--- config.mk ---
export PLATFORM = sky130hd
export DESIGN_NAME = logic_seq_ctrl_flat
export DESIGN_NICKNAME = d
export VERILOG_FILES = /design/src/rtl/logic_seq_pkg.sv /design/src/rtl/logic_seq_ctrl_if.sv /design/src/rtl/logic_bit_cell.sv /design/src/rtl/logic_seq_ctrl.sv /design/src/flat_wrapper.sv
export SDC_FILE = /design/constraint.sdc
export NUM_CORES = 1
export LEC_CHECK = 0
export ABC_AREA = 1
export CAP_MARGIN = 0
export CORE_MARGIN = 2
export CORE_UTILIZATION = 41
export DETAILED_ROUTE_END_ITERATION = 16
export PLACE_DENSITY = 0.72
export SKIP_LAST_GASP = 1
export SLEW_MARGIN = 20
export SYNTH_ARGS = -nofsm -noshare
export SYNTH_HDL_FRONTEND = slang
export SYNTH_HIERARCHICAL = 1
export SYNTH_SLANG_ARGS = --single-unit
--- constraint.sdc ---
create_clock -name clk -period 2.15 [get_ports clk]
set_input_delay 0.3225 -clock clk [delete_from_list [all_inputs] [get_ports clk]]
set_output_delay 0.3225 -clock clk [all_outputs]
set_load 0.01 [all_outputs]
--- src/rtl/logic_seq_pkg.sv ---
// Shared types and opcode constants for the bit-serial logic sequencer.
// Optional zero-flag output is controlled by LOGSEQ_ZERO_FLAG_EN (see logic_seq_ctrl).
package logic_seq_pkg;

  typedef enum logic [1:0] {
    IDLE = 2'd0,
    RUN  = 2'd1,
    DONE = 2'd2
  } seq_state_e;

  localparam logic [2:0] OP_AND = 3'd0;
  localparam logic [2:0] OP_OR  = 3'd1;
  localparam logic [2:0] OP_XOR = 3'd2;
  localparam logic [2:0] OP_NOT = 3'd3;

  // Opcodes 4..7 have no defined cell function.
  function automatic logic is_reserved_op(input logic [2:0] op);
    return (op > OP_NOT);
  endfunction

endpackage

--- src/rtl/logic_seq_ctrl_if.sv ---
// Request/response handshake bundle between the ALU control path and logic_seq_ctrl.
// rsp_zero exists only when LOGSEQ_ZERO_FLAG_EN is defined.
interface logic_seq_ctrl_if #(
  parameter int WIDTH = 8
);

  logic             req_valid;
  logic             req_ready;
  logic [2:0]       req_op;
  logic [WIDTH-1:0] req_a;
  logic [WIDTH-1:0] req_b;
  logic             rsp_valid;
  logic             rsp_ready;
  logic [WIDTH-1:0] rsp_data;
  logic             rsp_err;
  logic             busy;
`ifdef LOGSEQ_ZERO_FLAG_EN
  logic             rsp_zero;
`endif

  modport master (
    output req_valid, req_op, req_a, req_b, rsp_ready,
    input  req_ready, rsp_valid, rsp_data, rsp_err, busy
`ifdef LOGSEQ_ZERO_FLAG_EN
    , input rsp_zero
`endif
  );

  modport slave (
    input  req_valid, req_op, req_a, req_b, rsp_ready,
    output req_ready, rsp_valid, rsp_data, rsp_err, busy
`ifdef LOGSEQ_ZERO_FLAG_EN
    , output rsp_zero
`endif
  );

endinterface

--- src/rtl/logic_bit_cell.sv ---
// Single-bit combinational logic cell; reserved opcodes produce 0.
module logic_bit_cell
  import logic_seq_pkg::*;
(
  input  logic       a,
  input  logic       b,
  input  logic [2:0] op,
  output logic       y
);

  // Opcode decode of the one-bit function.
  always_comb begin
    y = 1'b0;
    case (op)
      OP_AND:  y = a & b;
      OP_OR:   y = a | b;
      OP_XOR:  y = a ^ b;
      OP_NOT:  y = ~a;
      default: y = 1'b0;
    endcase
  end

endmodule

--- src/rtl/logic_seq_ctrl.sv ---
// Bit-serial sequencer: runs one logic_bit_cell across a WIDTH-bit operand pair, LSB first.
// Define LOGSEQ_ZERO_FLAG_EN to add the rsp_zero output.
module logic_seq_ctrl
  import logic_seq_pkg::*;
#(
  parameter int WIDTH = 8
) (
  input  logic             clk,
  input  logic             rst_n,
  logic_seq_ctrl_if.slave  bus
);

  localparam int             IW       = $clog2(WIDTH);
  localparam logic [IW-1:0]  LAST_IDX = IW'(WIDTH - 1);
  localparam logic [IW-1:0]  IDX_ONE  = IW'(1'b1);

  seq_state_e       r_state;
  seq_state_e       w_next;
  logic             r_req_ready;
  logic [2:0]       r_op;
  logic [WIDTH-1:0] r_a;
  logic [WIDTH-1:0] r_b;
  logic [WIDTH-1:0] r_result;
  logic [IW-1:0]    r_idx;
  logic             r_err;
  logic             w_y;
  logic             w_accept;
  logic             w_last;
  logic             w_req_rsvd;
`ifdef LOGSEQ_ZERO_FLAG_EN
  logic             r_nz;
  logic             r_zero;
`endif

  // req_ready is registered so it stays low for one IDLE cycle after a DONE exit.
  assign w_accept   = (r_state == IDLE) && r_req_ready && bus.req_valid;
  assign w_last     = (r_idx == LAST_IDX);
  assign w_req_rsvd = is_reserved_op(bus.req_op);

  logic_bit_cell u_cell (
    .a  (r_a[r_idx]),
    .b  (r_b[r_idx]),
    .op (r_op),
    .y  (w_y)
  );

  // State register.
  always_ff @(posedge clk or negedge rst_n) begin
    if (!rst_n) begin
      r_state <= IDLE;
    end else begin
      r_state <= w_next;
    end
  end

  // Next-state decode.
  always_comb begin
    w_next = r_state;
    case (r_state)
      IDLE: begin
        if (w_accept) begin
          if (w_req_rsvd) begin
            w_next = DONE;
          end else begin
            w_next = RUN;
          end
        end else begin
          w_next = IDLE;
        end
      end
      RUN: begin
        if (w_last) begin
          w_next = DONE;
        end else begin
          w_next = RUN;
        end
      end
      DONE: begin
        if (bus.rsp_ready) begin
          w_next = IDLE;
        end else begin
          w_next = DONE;
        end
      end
      default: w_next = IDLE;
    endcase
  end

  // Operand capture, bit index and result assembly.
  always_ff @(posedge clk or negedge rst_n) begin
    if (!rst_n) begin
      r_req_ready <= 1'b1;
      r_op        <= 3'd0;
      r_a         <= '0;
      r_b         <= '0;
      r_result    <= '0;
      r_idx       <= '0;
      r_err       <= 1'b0;
    end else begin
      case (r_state)
        IDLE: begin
          if (w_accept) begin
            r_req_ready <= 1'b0;
            r_op        <= bus.req_op;
            r_a         <= bus.req_a;
            r_b         <= bus.req_b;
            r_result    <= '0;
            r_idx       <= '0;
            r_err       <= w_req_rsvd;
          end else begin
            r_req_ready <= 1'b1;
          end
        end
        RUN: begin
          r_result[r_idx] <= w_y;
          if (!w_last) begin
            r_idx <= r_idx + IDX_ONE;
          end
        end
        DONE: begin
          if (bus.rsp_ready) begin
            r_err <= 1'b0;
          end
        end
        default: begin
          r_req_ready <= 1'b1;
        end
      endcase
    end
  end

`ifdef LOGSEQ_ZERO_FLAG_EN
  // Zero flag built as a sticky OR of bits written during RUN.
  always_ff @(posedge clk or negedge rst_n) begin
    if (!rst_n) begin
      r_nz   <= 1'b0;
      r_zero <= 1'b0;
    end else begin
      case (r_state)
        IDLE: begin
          if (w_accept) begin
            r_nz   <= 1'b0;
            r_zero <= w_req_rsvd;
          end
        end
        RUN: begin
          r_nz <= r_nz | w_y;
          if (w_last) begin
            r_zero <= ~(r_nz | w_y);
          end
        end
        default: begin
          r_nz <= r_nz;
        end
      endcase
    end
  end

  assign bus.rsp_zero = r_zero;
`endif

  assign bus.req_ready = r_req_ready;
  assign bus.rsp_valid = (r_state == DONE);
  assign bus.busy      = (r_state != IDLE);
  assign bus.rsp_data  = r_result;
  assign bus.rsp_err   = r_err;

endmodule

--- src/flat_wrapper.sv ---
// flat-port wrapper written by rule: the top's interface ports become plain ports
module logic_seq_ctrl_flat import logic_seq_pkg::*;
#(
  parameter int WIDTH = 8
)
  (clk, rst_n, bus_req_valid, bus_req_op, bus_req_a, bus_req_b, bus_rsp_ready, bus_req_ready, bus_rsp_valid, bus_rsp_data, bus_rsp_err, bus_busy);
  logic_seq_ctrl_if #(.WIDTH(WIDTH)) bus_i ();
  input  logic clk;
  input  logic rst_n;
  input wire logic [$bits(bus_i.req_valid)-1:0] bus_req_valid;
  input wire logic [$bits(bus_i.req_op)-1:0] bus_req_op;
  input wire logic [$bits(bus_i.req_a)-1:0] bus_req_a;
  input wire logic [$bits(bus_i.req_b)-1:0] bus_req_b;
  input wire logic [$bits(bus_i.rsp_ready)-1:0] bus_rsp_ready;
  output wire logic [$bits(bus_i.req_ready)-1:0] bus_req_ready;
  output wire logic [$bits(bus_i.rsp_valid)-1:0] bus_rsp_valid;
  output wire logic [$bits(bus_i.rsp_data)-1:0] bus_rsp_data;
  output wire logic [$bits(bus_i.rsp_err)-1:0] bus_rsp_err;
  output wire logic [$bits(bus_i.busy)-1:0] bus_busy;
  assign bus_i.req_valid = bus_req_valid;
  assign bus_i.req_op = bus_req_op;
  assign bus_i.req_a = bus_req_a;
  assign bus_i.req_b = bus_req_b;
  assign bus_i.rsp_ready = bus_rsp_ready;
  assign bus_req_ready = bus_i.req_ready;
  assign bus_rsp_valid = bus_i.rsp_valid;
  assign bus_rsp_data = bus_i.rsp_data;
  assign bus_rsp_err = bus_i.rsp_err;
  assign bus_busy = bus_i.busy;
  logic_seq_ctrl #(.WIDTH(WIDTH)) u_core (.clk(clk), .rst_n(rst_n), .bus(bus_i));
endmodule
Word-level counts from Yosys, hierarchy flattened
Cells that the tools add are included.
- output and inout bits: 12
- word-level logic and storage cells: 61
- bits in registers: 34
- magnitude comparators: 3
- bitwise logic cells: 4
- mux-type cells: 23
- reductions and logical operators: 13
- equal/unequal tests: 9
- add/subtract/negate cells: 1
- operators with widths (operator ; count):
    8-bit one-hot mux with 2 select lines ; 1
    8-bit bitwise mux ; 1
    2-bit two-way mux ; 4
    8-bit two-way mux ; 1
    1-bit binary-select mux with 3-bit select ; 2
    3-bit by 2-bit equality test with 1-bit output, second input constant ; 2
    1-bit two-way mux ; 6
    3-bit two-way mux ; 2
    2-bit one-hot mux with 3 select lines ; 1
    3-bit one-hot mux with 2 select lines ; 1
    3-bit AND reduction ; 2
    2-bit nonzero test ; 3
    3-bit by 4-bit < comparator with 1-bit output, second input constant ; 1
    2-bit inequality test, second input constant ; 2
    1-bit one-hot mux with 2 select lines ; 2
    1-bit one-hot mux with 4 select lines ; 1
    2-bit AND reduction ; 2
    3-bit by 1-bit adder with 3-bit output, second input constant ; 1
    1-bit demux with 3-bit select ; 1
    3-bit by 1-bit equality test with 1-bit output, second input constant ; 1
    3-bit equality test, second input constant ; 1
    3-bit by 1-bit greater-or-equal comparator with 1-bit output, second input constant ; 1
    3-bit by 2-bit greater-than comparator with 1-bit output, second input constant ; 1
    1-bit logical AND ; 3
    other kinds (10) ; 10

Logic depth before layout (Yosys ltp)
Gate-level depths: netlist of the first run.
- depth in word-level cells: 6
- gate-level depth with buffers: 18

Cells and area by module
Netlist of the first run, hierarchy kept.
- modules (own cells, without submodules) (module ; seq. area each (sq um) ; times used ; cells each ; area each (sq um)):
    logic_seq_ctrl ; 852.1 ; 1 ; 239 ; 1803.0
    logic_bit_cell ; 0.0 ; 1 ; 15 ; 93.8

Worst setup path before layout of the first run
Ideal clock, no wire load.
- kind: reg-to-reg
- start point: reg u_core.r_idx[0]
- end point: reg u_core.r_result[7], in the netlist u_core/bus.rsp_data[7]
- setup time: 0.083 ns
- arrival: 1.867 ns
- buffers on the path: 1
- cell stages (with the launch flop): 19
- setup slack: 0.201 ns
- cells stage by stage: dfrtp_1 > inv_2 > buf_6 > nand2_1 > nand2_1 > nand2_1 > nand2_1 > nand2_1 > nand2_1 > inv_1 > ha_1 > inv_1 > nand2_1 > nand3_2 > a21oi_2 > nand2_1 > inv_1 > nand2_1 > o21ai_0
- word-level cells in the longest chain between the ends: 6
- elaborated cells on any way between the ends: 16
- classes of those cells: order compare (2); mux (9); bitwise (4); reduce/logical (1)
- ends and longest elaborated chain (element ; line ; source):
    start, declared ; logic_seq_ctrl.sv:24 ; logic [IW-1:0] r_idx;
    start signal, assigned ; logic_seq_ctrl.sv:117 ; r_idx <= r_idx + IDX_ONE;
    1-bit binary-select mux with 3-bit select (on tied branches) ; logic_seq_ctrl.sv:41, logic_seq_ctrl.sv:42 ;
    1-bit two-way mux (on tied branches) ; logic_seq_ctrl.sv:41, logic_seq_ctrl.sv:42 ;
    1-bit XOR, or another cell as far along ; logic_bit_cell.sv:17 ; OP_XOR: y = a ^ b;
    1-bit one-hot mux with 4 select lines (*) ; logic_bit_cell.sv:14 ; case (op)
    net u_core.w_y ; logic_seq_ctrl.sv:26 ; logic w_y;
    8-bit bitwise mux (*) ; logic_seq_ctrl.sv:115 ; r_result[r_idx] <= w_y;
    8-bit one-hot mux with 2 select lines (*) ; logic_seq_ctrl.sv:100 ; case (r_state)
    end signal, assigned by index ; logic_seq_ctrl.sv:115 ;
    end, declared ; logic_seq_ctrl.sv:23 ; logic [WIDTH-1:0] r_result;
The timed path passes the listed nets; every way through them passes the cells marked *. The select of a mux whose other input is x is not followed.
A chain may end at the register's enable or synchronous reset.

Worst setup path in the final report of the first run
Ends and elaborated chain as after synthesis.

==> results.md, run 1 <==
- Synth Instances: 254
- Min cycle time layout: 2.01 ns
- Hold slack: 0.434 ns
- Pwr per Cell Area: 1290 nW/um^2
- Outcome: completed
- WL final: 3800 um
- # rows: 24
- Slowest stage cell, crit path: dfrtp_2
- Die ar.: 5190 sq um
- Top cells by area, synth: dfrtp_1, nand2_1, ha_1
- Dpl hpwl: 2660 um
- Filler cells: 417
- Vias in the first global route: 1478
- Total track usage: 15.7%
- Leading cell type in the layout, fill and taps excluded: nand2_1
- Clock sink count: 34
- Largest net degree at the start of global routing: 35
- Most frequent cells in the layout: nand2_1, clkdlybuf4s50_1, dfrtp_1
- Area grow syn2layout: 29.4%
- Syn. warnings: 6
- Register area share after synthesis: 44.9%
- Max Clock Skew: 0.00769 ns
- Crit path DAT: 2.22 ns
- Multi-input logic area: 918 sq um
- Peak VDD IR: 0.000495 V
- Share of cells above drive strength 1: 15.7%
- Pleak: 1.27 nW
- Final hold violation count: 0
- Yosys top cell area share: 43.5%
- Avg Synthesized Cell Area: 7.47 sq um
- Met3 wire len: 135 um
- Slew Viols, Final: 0
- Root buffer cell: clkbuf_8
- TritonCTS clock tree: built
- CTS H-tree depth: 2
- TritonRoute pass-1 iters: 4
- First-pass GRT wire length: 6390 um
- Hold WC Path Type: input port to async pin
- WL/cell: 10.8 um
- Starting Density: 43.0%
- Ant diodes: 0
- CORE AREA: 4410 sq um
- Area leader, netlist: dfrtp_1
- Die W: 72.0 um
- Num CTS Buffers: 5
- Achievable Freq: 498 MHz
- Final core occ: 55.6%
- RePlAce Congestion: 0.803
- Cell Count, Final, Fillers Out: 352
- Routed via count: 1655
- First-iteration detailed-routing DRC count: 65
- Library cells used by synthesis: 21
- CP max stage delay: 0.47 ns
- Setup violations, final: 0
- Least-Margin Pin Slew: 0.436 ns
- Clk slew on worst S/H paths: 0.07 ns
- Placed cell count: 340
- Max-slew headroom: 71.0%
- Max cap viols: 0
- Synthesized flop and latch total: 34
- Synthesized area: 1900 sq um
- Critical-path cell list: buf_6 -> nand2_2 -> nand2_1 -> nand2_1 -> nand2_1 -> nand2_1 -> nand2_2 -> inv_2 -> ha_4 -> inv_1 -> nand2_1 -> nand3_2 -> a21oi_2 -> nand2_2 -> inv_4 -> nand2_2 -> o21ai_1
- Antenna violations before repair: 0
- Nets@finish: 330
- Top routing layer used: met4
- Die Y: 72.0 um
- R2R Path End: u_core/bus.rsp_data[7]
- Critical R2R Launch: u_core/r_idx[0]
- DR WL met2: 1910 um
- Antenna Violating Nets Remaining: 0
- Worst skew pair latency: 0.29 ns
- Longest Clk Path Bufs: 2
- Setup Crit Path Kind: flop to flop
- Reg2reg path depth: 17
- Final period util: 93.4%
- Ports: 35
- GRT Residual Overflow: 0
- Most used cell, CP: nand2_1
- Flop2flop setup slack: 0.14 ns
- CP endpoint kind: flop
- I/O Buffers: 34
- DRT met1 WL: 1700 um
- Via/cell ratio: 4.70
- DRC Markers: 0
- Sequential Area: 853 sq um
- Worst setup SP type: flop
- Syn Nets: 285
- CP Max Fanout: 8
- CP Data Required Time: 2.36 ns
[final cells by class]
type	count	area share, %
flip-flops and latches	34	34.8
multi-input cells	193	37.4
clock inverters	2	0.510
well taps	52	2.65
clock buffers	6	3.37
inverters	17	2.80
repair buffers	47	18.2
repair inverters	1	0.306
[metal layers]
| layer | global-route usage, % | vias to the layer above |
|---|---|---|
| met5 | 0 | - |
| met4 | 5.66 | 0 |
| met3 | 4.31 | 4 |
| met2 | 26.5 | 27 |
| met1 | 19.4 | 760 |
| li1 | - | 864 |
[what timing repair did]
item                                    in CTS  in global routing
endpoints found under the hold margin        0                  0
hold buffers                                 0                  0
endpoints found under the setup margin       0                  8
buffers inserted                             0                  2
resized for setup                            0                 17
[synth_stat cells (all sizes together)]
| cell type | number |
|---|---|
| nand2 | 154 |
| buf | 10 |
| dfstp | 1 |
| inv | 17 |
| o21ai | 5 |
| nand3 | 12 |
| nor2 | 1 |
| or2 | 1 |
| dfrtp | 33 |
| nand3b | 7 |
| ha | 8 |
| a21oi | 3 |
| nand4 | 1 |
| o21a | 1 |
[state kept, by name, indices dropped and copies added, names as in the netlist]
name,cells
u_core/r_state,2
u_core/r_idx,3
u_core/r_op,3
u_core/bus.req_ready,1
u_core/r_a,8
u_core/bus.rsp_err,1
u_core/bus.rsp_data,8
u_core/r_b,8
[stage by stage]
step,power (mW),worst slack (ns),area [sq um],setup TNS [ns]
floorplan,2.14,0.201,1900,0
global placement,2.45,0.199,2280,0
detailed placement,2.51,0.0736,2280,0
CTS,3.01,0.0381,2380,0
global route,3.45,-0.0266,2450,-0.0266
finish,3.16,0.143,2450,0
[where the power goes]
| group | switching (mW) | internal [mW] |
|---|---|---|
| Combinational | 0.930 | 0.697 |
| Sequential | 0.161 | 0.881 |
| Clock | 0.231 | 0.257 |
| Total | 1.32 | 1.84 |
[cell families after synthesis]
logic type	Yosys count	share of synthesized area, %
buffers and inverters	27	8.24
AO/OA/AOI/OAI	9	2.70
adder cells (fa/ha/maj)	8	5.28
flip-flops	34	44.9
AND/OR/NAND/NOR	176	38.9
[worst max path at each step]
stage,startpoint,end,cells past startpoint
floorplan,u_core/r_idx[0],u_core/bus.rsp_data[7],18
global placement,u_core/r_idx[0],u_core/bus.rsp_data[7],17
detailed placement,u_core/r_idx[0],u_core/bus.rsp_data[7],17
CTS,u_core/r_idx[0],u_core/bus.rsp_data[7],17
global route,u_core/r_idx[0],u_core/bus.rsp_data[7],17
finish,u_core/r_idx[0],u_core/bus.rsp_data[7],17
[critical path, delay by kind of cell, from the launching register on]
family          cells  cell delay [ns]
simple gates       10             0.60
flops               1             0.47
fa+ha+maj           1             0.25
compound gates      2             0.27
buf+inv             4             0.33
Power figures use the tool's default switching activity.
==> run 2, diff against run 1 <==
--- a/config.mk
+++ b/config.mk
@@ -10,7 +10,7 @@
 export CORE_MARGIN = 2
 export CORE_UTILIZATION = 41
 export DETAILED_ROUTE_END_ITERATION = 16
-export PLACE_DENSITY = 0.72
+export PLACE_DENSITY = 0.75
 export SKIP_LAST_GASP = 1
 export SLEW_MARGIN = 20
 export SYNTH_ARGS = -nofsm -noshare
==> constraint.sdc (replaced) <==
create_clock -name clk -period 1.8 [get_ports clk]
set_input_delay 0.27 -clock clk [delete_from_list [all_inputs] [get_ports clk]]
set_output_delay 0.27 -clock clk [all_outputs]
set_load 0.01 [all_outputs]
==> run 2 against run 1 <==
The run now ends with negative setup slack left. Clock skew shrank 0.0059 ns. Die area is the same. First-iteration DRC count grew 6.2%. Clock power grew 5.5%. Wire length shrank 1.9%. Combinational power grew 20%. Maximum frequency grew 3.2%. Critical path type unchanged. Critical endpoint unchanged.
==> results.md, run 2 (synthesis results as in run 1) <==
- Outcome: finished with violations
- Failing checks: negative setup slack
- Sequential Area: 853 sq um
- Final period util: 108%
- TNS Setup: -0.953 ns
- Post-CTS Hold Buffers: 0
- Cell Count, Final, Fillers Out: 354
- Most frequent cells in the layout: nand2_1, clkdlybuf4s50_1, dfrtp_1
- Critical-path cell list: buf_6 -> nand2_1 -> nand2_1 -> nand2_1 -> nand2_1 -> nand2_2 -> nand2_2 -> inv_2 -> ha_4 -> inv_2 -> nand2_2 -> nand3_2 -> a21oi_2 -> nand2_2 -> inv_4 -> nand2_2 -> o21ai_2
- Antenna violations before repair: 0
- Worst setup margin: -0.145 ns
- Achievable Freq: 514 MHz
- DRC Markers: 0
- WP depth: 17
- Met3 wire len: 146 um
- GRT Residual Overflow: 0
- Via/cell ratio: 4.62
- Most used cell, CP: nand2_2
- Longest Clk Path Bufs: 2
- Worst setup startpoint: u_core/r_idx[0]
- Total track usage: 16.6%
- Die W: 72.0 um
- Worst setup SP type: flop
- Peak VDD IR: 0.000694 V
- # rows: 24
- I/O Buffers: 34
- Die Y: 72.0 um
- Area grow syn2layout: 29.6%
- CP Max Fanout: 8
- Flop2flop setup slack: -0.15 ns
- DR WL met2: 1820 um
- Nets@finish: 333
- Setup Crit Path Kind: flop to flop
- First-pass GRT wire length: 6750 um
- Clk slew on worst S/H paths: 0.06 ns
- Ant diodes: 0
- Final instance area: 2460 sq um
- Critical R2R Launch: u_core/r_idx[0]
- Ports: 35
- Routed via count: 1635
- Share of cells above drive strength 1: 16.2%
- Die ar.: 5190 sq um
- R2R Path End: u_core/bus.rsp_data[7]
- DRT met1 WL: 1690 um
- Setup violations, final: 8
- Least-Margin Pin Slew: 0.425 ns
- Largest net degree at the start of global routing: 35
- Max cap viols: 0
- Multi-input logic area: 922 sq um
- Root buffer cell: clkbuf_8
- Top routing layer used: met4
- Dpl hpwl: 2680 um
- Placed cell count: 344
- Starting Density: 43.0%
- Vias in the first global route: 1597
- RSZ-0062 raised after global routing: yes
- Worst skew pair latency: 0.28 ns
- Final hold violation count: 0
- Hold slack: 0.386 ns
- Reg2reg path depth: 17
- Min cycle time layout: 1.95 ns
- Clock sink count: 34
- Crit path DAT: 2.16 ns
- Leading cell type in the layout, fill and taps excluded: nand2_1
- CP endpoint kind: flop
- Slowest stage cell, crit path: dfrtp_2
- RePlAce Congestion: 0.844
- Pleak: 1.29 nW
- CORE AREA: 4410 sq um
- CP Data Required Time: 2.01 ns
- Pwr per Cell Area: 1510 nW/um^2
- Max Clock Skew: 0.00181 ns
- First-iteration detailed-routing DRC count: 69
- TritonRoute pass-1 iters: 4
- CP max stage delay: 0.46 ns
- CP top delay family: simple AND/OR/NAND/NOR gates
- Filler cells: 424
- Max-slew headroom: 71.6%
- WL final: 3720 um
- TritonCTS clock tree: built
- WL/cell: 10.5 um
- Slew Viols, Final: 0
- Cell Area, Placed: 2310 sq um
- CTS H-tree depth: 2
- Num CTS Buffers: 5
- Setup crit end: u_core/bus.rsp_data[7]
- Buf+Inv Stages, Crit Path: 4
- Antenna Violating Nets Remaining: 0
- Hold WC Path Type: input port to async pin
run 2: changes by cell type in the layout (fill, tap and decap cells not counted), sizes merged:
cell / delta
buf: +3
clkdlybuf4s50: -2
clkinv: -1
dlygate4sd2: +1
dlymetal6s2s: +1
clkbuf: +1
clkinvlp: -1
run 2: worst min-delay path by stage:
| stage | end | depth (start not counted) | from | slack, ns |
|---|---|---|---|---|
| 2_1_floorplan | u_core/bus.rsp_data[0] | 0 | rst_n | -0.03 |
| 3_3_place_gp | u_core/bus.rsp_err | 2 | u_core/bus.rsp_err | 0.46 |
| 3_5_place_dp | u_core/bus.rsp_err | 2 | u_core/bus.rsp_err | 0.46 |
| 4_1_cts | u_core/bus.rsp_err | 2 | rst_n | 0.41 |
| 5_1_grt | u_core/bus.rsp_err | 2 | rst_n | 0.43 |
| 6_report | u_core/bus.rsp_err | 2 | rst_n | 0.39 |
run 2: where the power goes:
group / internal (mW) / switching [mW]
sequential: 1.05 / 0.197
combinational: 0.847 / 1.10
clock: 0.266 / 0.249
run 2: worst reg2reg max path, delay by kind of cell (launching register included):
family,cells,cell delay [ns]
and+or+nand+nor,10,0.60
adders and majority gates,1,0.25
AOI/OAI and AO/OA,2,0.23
DFF,1,0.46
buffers and inverters,4,0.33
run 2: metal layers:
layer	global-route usage (%)	vias up
li1	-	871
met1	19.9	725
met2	28.6	32
met3	3.75	7
met4	6.92	0
met5	0	-
run 2: final cells by class:
cell class                      count  share of cell area [%]
Timing Repair inverter              1                   0.305
Tap cell                           52                    2.65
Timing Repair Buffer               50                    18.9
Sequential cell                    34                    34.7
Clock buffer                        7                    3.10
Multi-Input combinational cell    193                    37.5
Inverter                           17                    2.80
run 2: timing repair:
item                                    CTS  global route
gates resized for setup                   9            11
cloned                                    1             0
setup buffers                             2             0
pin swaps                                 7            10
endpoints found under the hold margin     0             0
endpoints found under the setup margin    9            10
run 2: through the flow:
stage	power [mW]	util, %	setup slack [ns]
CTS	3.70	55.2	-0.157
global route	4.11	55.7	-0.325
finish	3.72	55.7	-0.145
global placement	2.98	52.4	-0.0724
floorplan	2.56	-	-0.0831
detailed placement	3.04	52.4	-0.174
==> run 3, diff against run 2 <==
--- a/config.mk
+++ b/config.mk
@@ -7,9 +7,11 @@
 export LEC_CHECK = 0
 export ABC_AREA = 1
 export CAP_MARGIN = 0
+export CORE_ASPECT_RATIO = 0.6
 export CORE_MARGIN = 2
 export CORE_UTILIZATION = 41
 export DETAILED_ROUTE_END_ITERATION = 16
+export HOLD_SLACK_MARGIN = 0.08
 export PLACE_DENSITY = 0.75
 export SKIP_LAST_GASP = 1
 export SLEW_MARGIN = 20
==> run 3 against run 2 <==
The run still ends with negative setup slack left. Flip-flop and latch count unchanged. Maximum frequency down 2.7%. Final cell count up 3.1%. Count of clock-buffer cells in the layout down 2. Global-route usage up 0.23 points. Sequential power about the same. Total power up 2.5%. Utilization down 0.60 points. Non-clock buffer count down 1. Critical path type unchanged. Highest routed layer unchanged.
==> results.md, run 3 (synthesis results as in run 1) <==
- Outcome: finished with violations
- Failing checks: negative setup slack
- Crit path DAT: 2.22 ns
- P_int: 2.25 mW
- Reg2reg path depth: 17
- Max Clock Skew: 0.00881 ns
- Pleak: 1.30 nW
- Antenna Violating Nets Remaining: 0
- RSZ-0062 raised after global routing: yes
- Vias in the first global route: 1582
- Root buffer cell: clkbuf_8
- CTS H-tree depth: 2
- Leading cell type in the layout, fill and taps excluded: nand2_1
- Final period util: 111%
- Peak VDD IR: 0.000580 V
- Cell Area, Placed: 2340 sq um
- Die Y: 56.7 um
- Share of cells above drive strength 1: 15.2%
- Critical R2R Launch: u_core/r_idx[0]
- Comb pwr share: 48.2%
- Worst setup SP type: flop
- Most frequent cells in the layout: nand2_1, clkdlybuf4s50_1, dfrtp_1
- Routed via count: 1670
- Nets@finish: 332
- Area grow syn2layout: 31.2%
- Worst setup margin: -0.199 ns
- DRC Markers: 0
- # rows: 19
- I/O Buffers: 34
- Total track usage: 16.8%
- Hold slack: 0.360 ns
- Ports: 35
- Min cycle time layout: 2.00 ns
- Switch Pwr: 1.56 mW
- First-pass GRT wire length: 6920 um
- CP endpoint kind: flop
- Dpl hpwl: 2830 um
- Worst setup startpoint: u_core/r_idx[0]
- Die W: 91.8 um
- GRT Residual Overflow: 0
- Worst slack, placed: -0.135 ns
- Final instance area: 2490 sq um
- Power share of the clock group: 18.7%
- Die ar.: 5200 sq um
- TritonRoute pass-1 iters: 4
- Slew Viols, Final: 0
- Setup Crit Path Kind: flop to flop
- WL/cell: 10.7 um
- Setup crit end: u_core/bus.rsp_data[7]
- Final hold violation count: 0
- Worst skew pair latency: 0.30 ns
- Longest Clk Path Bufs: 2
- Switching Fraction: 40.8%
- Clock sink count: 34
- TritonCTS clock tree: built
- Pwr per Cell Area: 1530 nW/um^2
- R2R Path End: u_core/bus.rsp_data[7]
- Max cap viols: 0
- CP Max Fanout: 8
- Largest net degree at the start of global routing: 35
- Clk slew on worst S/H paths: 0.08 ns
- WL final: 3910 um
- Flop2flop setup slack: -0.20 ns
- Multi-input logic area: 907 sq um
- Ant diodes: 0
- Achievable Freq: 500 MHz
- Hold WC Path Type: input port to async pin
- CP Data Required Time: 2.02 ns
- First-iteration detailed-routing DRC count: 110
- Max-slew headroom: 71.4%
- CORE AREA: 4520 sq um
- Filler cells: 435
- Post-CTS Hold Buffers: 0
- Num CTS Buffers: 5
- RePlAce Congestion: 0.816
- Least-Margin Pin Slew: 0.429 ns
- Via/cell ratio: 4.58
- Starting Density: 42.0%
- Antenna violations before repair: 0
- Sequential cell fraction of total power: 33.1%
- Setup violations, final: 8
- Sequential Area: 853 sq um
run 3: cell types whose count changed in the layout (fill, tap and decap cells not counted), moves of 2 or more:
cell / delta
inv_1: +3
buf_4: -2
inv_2: -2
clkinvlp_4: +2
clkbuf_1: -2
run 3: worst min-delay path by stage:
stage,from,end,depth (start not counted)
global route,rst_n,u_core/r_a[1],2
floorplan,rst_n,u_core/bus.rsp_data[0],0
detailed placement,u_core/bus.rsp_err,u_core/bus.rsp_err,2
finish,rst_n,u_core/bus.rsp_data[6],2
global placement,u_core/bus.rsp_err,u_core/bus.rsp_err,2
CTS,rst_n,u_core/bus.rsp_data[6],2
run 3: metal layers:
layer | vias up | GRT usage (%) | wire length (um)
met4 | 0 | 6.40 | 60
met2 | 39 | 24.5 | 1580
met5 | - | 0 | 0
met1 | 754 | 23.9 | 2060
met3 | 8 | 4.56 | 207
li1 | 869 | - | -
run 3: area by class of cell:
cell class / instances / share of cell area [%]
Clock buffer: 5 / 2.77
Clock inverter: 3 / 1.81
Inverter: 17 / 2.66
Multi-Input combinational cell: 193 / 36.5
Sequential cell: 34 / 34.3
Tap cell: 63 / 3.17
Timing Repair Buffer: 49 / 18.6
Timing Repair inverter: 1 / 0.302
run 3: worst max-delay path: stages, from the launching register on:
cell     delay (ns)
dfrtp_2        0.47
buf_6          0.14
nand2_2        0.05
nand2_2        0.06
nand2_1        0.05
nand2_1        0.06
nand2_1        0.04
nand2_1        0.07
inv_1          0.04
ha_1           0.26
inv_1          0.03
nand2_1        0.06
nand3_2        0.06
a21oi_2        0.13
nand2_1        0.07
inv_2          0.13
nand2_2        0.07
o21ai_2        0.12
run 3: power groups by stage:
stage,sequential [mW],clock [mW],combinational [mW]
3_3_place_gp,1.25,0,1.76
6_report,1.26,0.711,1.84
5_1_grt,1.30,0.761,2.12
4_1_cts,1.25,0.732,1.82
3_5_place_dp,1.24,0,1.81
2_1_floorplan,1.22,0,1.34
run 3: per-stage QoR:
stage	std cells	TNS, ns	total power [mW]	utilization, %
after detailed placement	356	-0.871	3.06	51.7
after global routing	365	-2.99	4.18	55.1
after floorplan	254	-0.396	2.56	-
after CTS	365	-1.03	3.79	54.5
after global placement	356	-0.246	3.01	51.7
final	365	-1.28	3.81	55.1
run 3: repair_timing:
item	4_1_cts	5_1_grt
cloned	1	0
resized for setup	4	10
setup endpoints to repair	9	9
pin swaps	0	11
buffers inserted	0	0
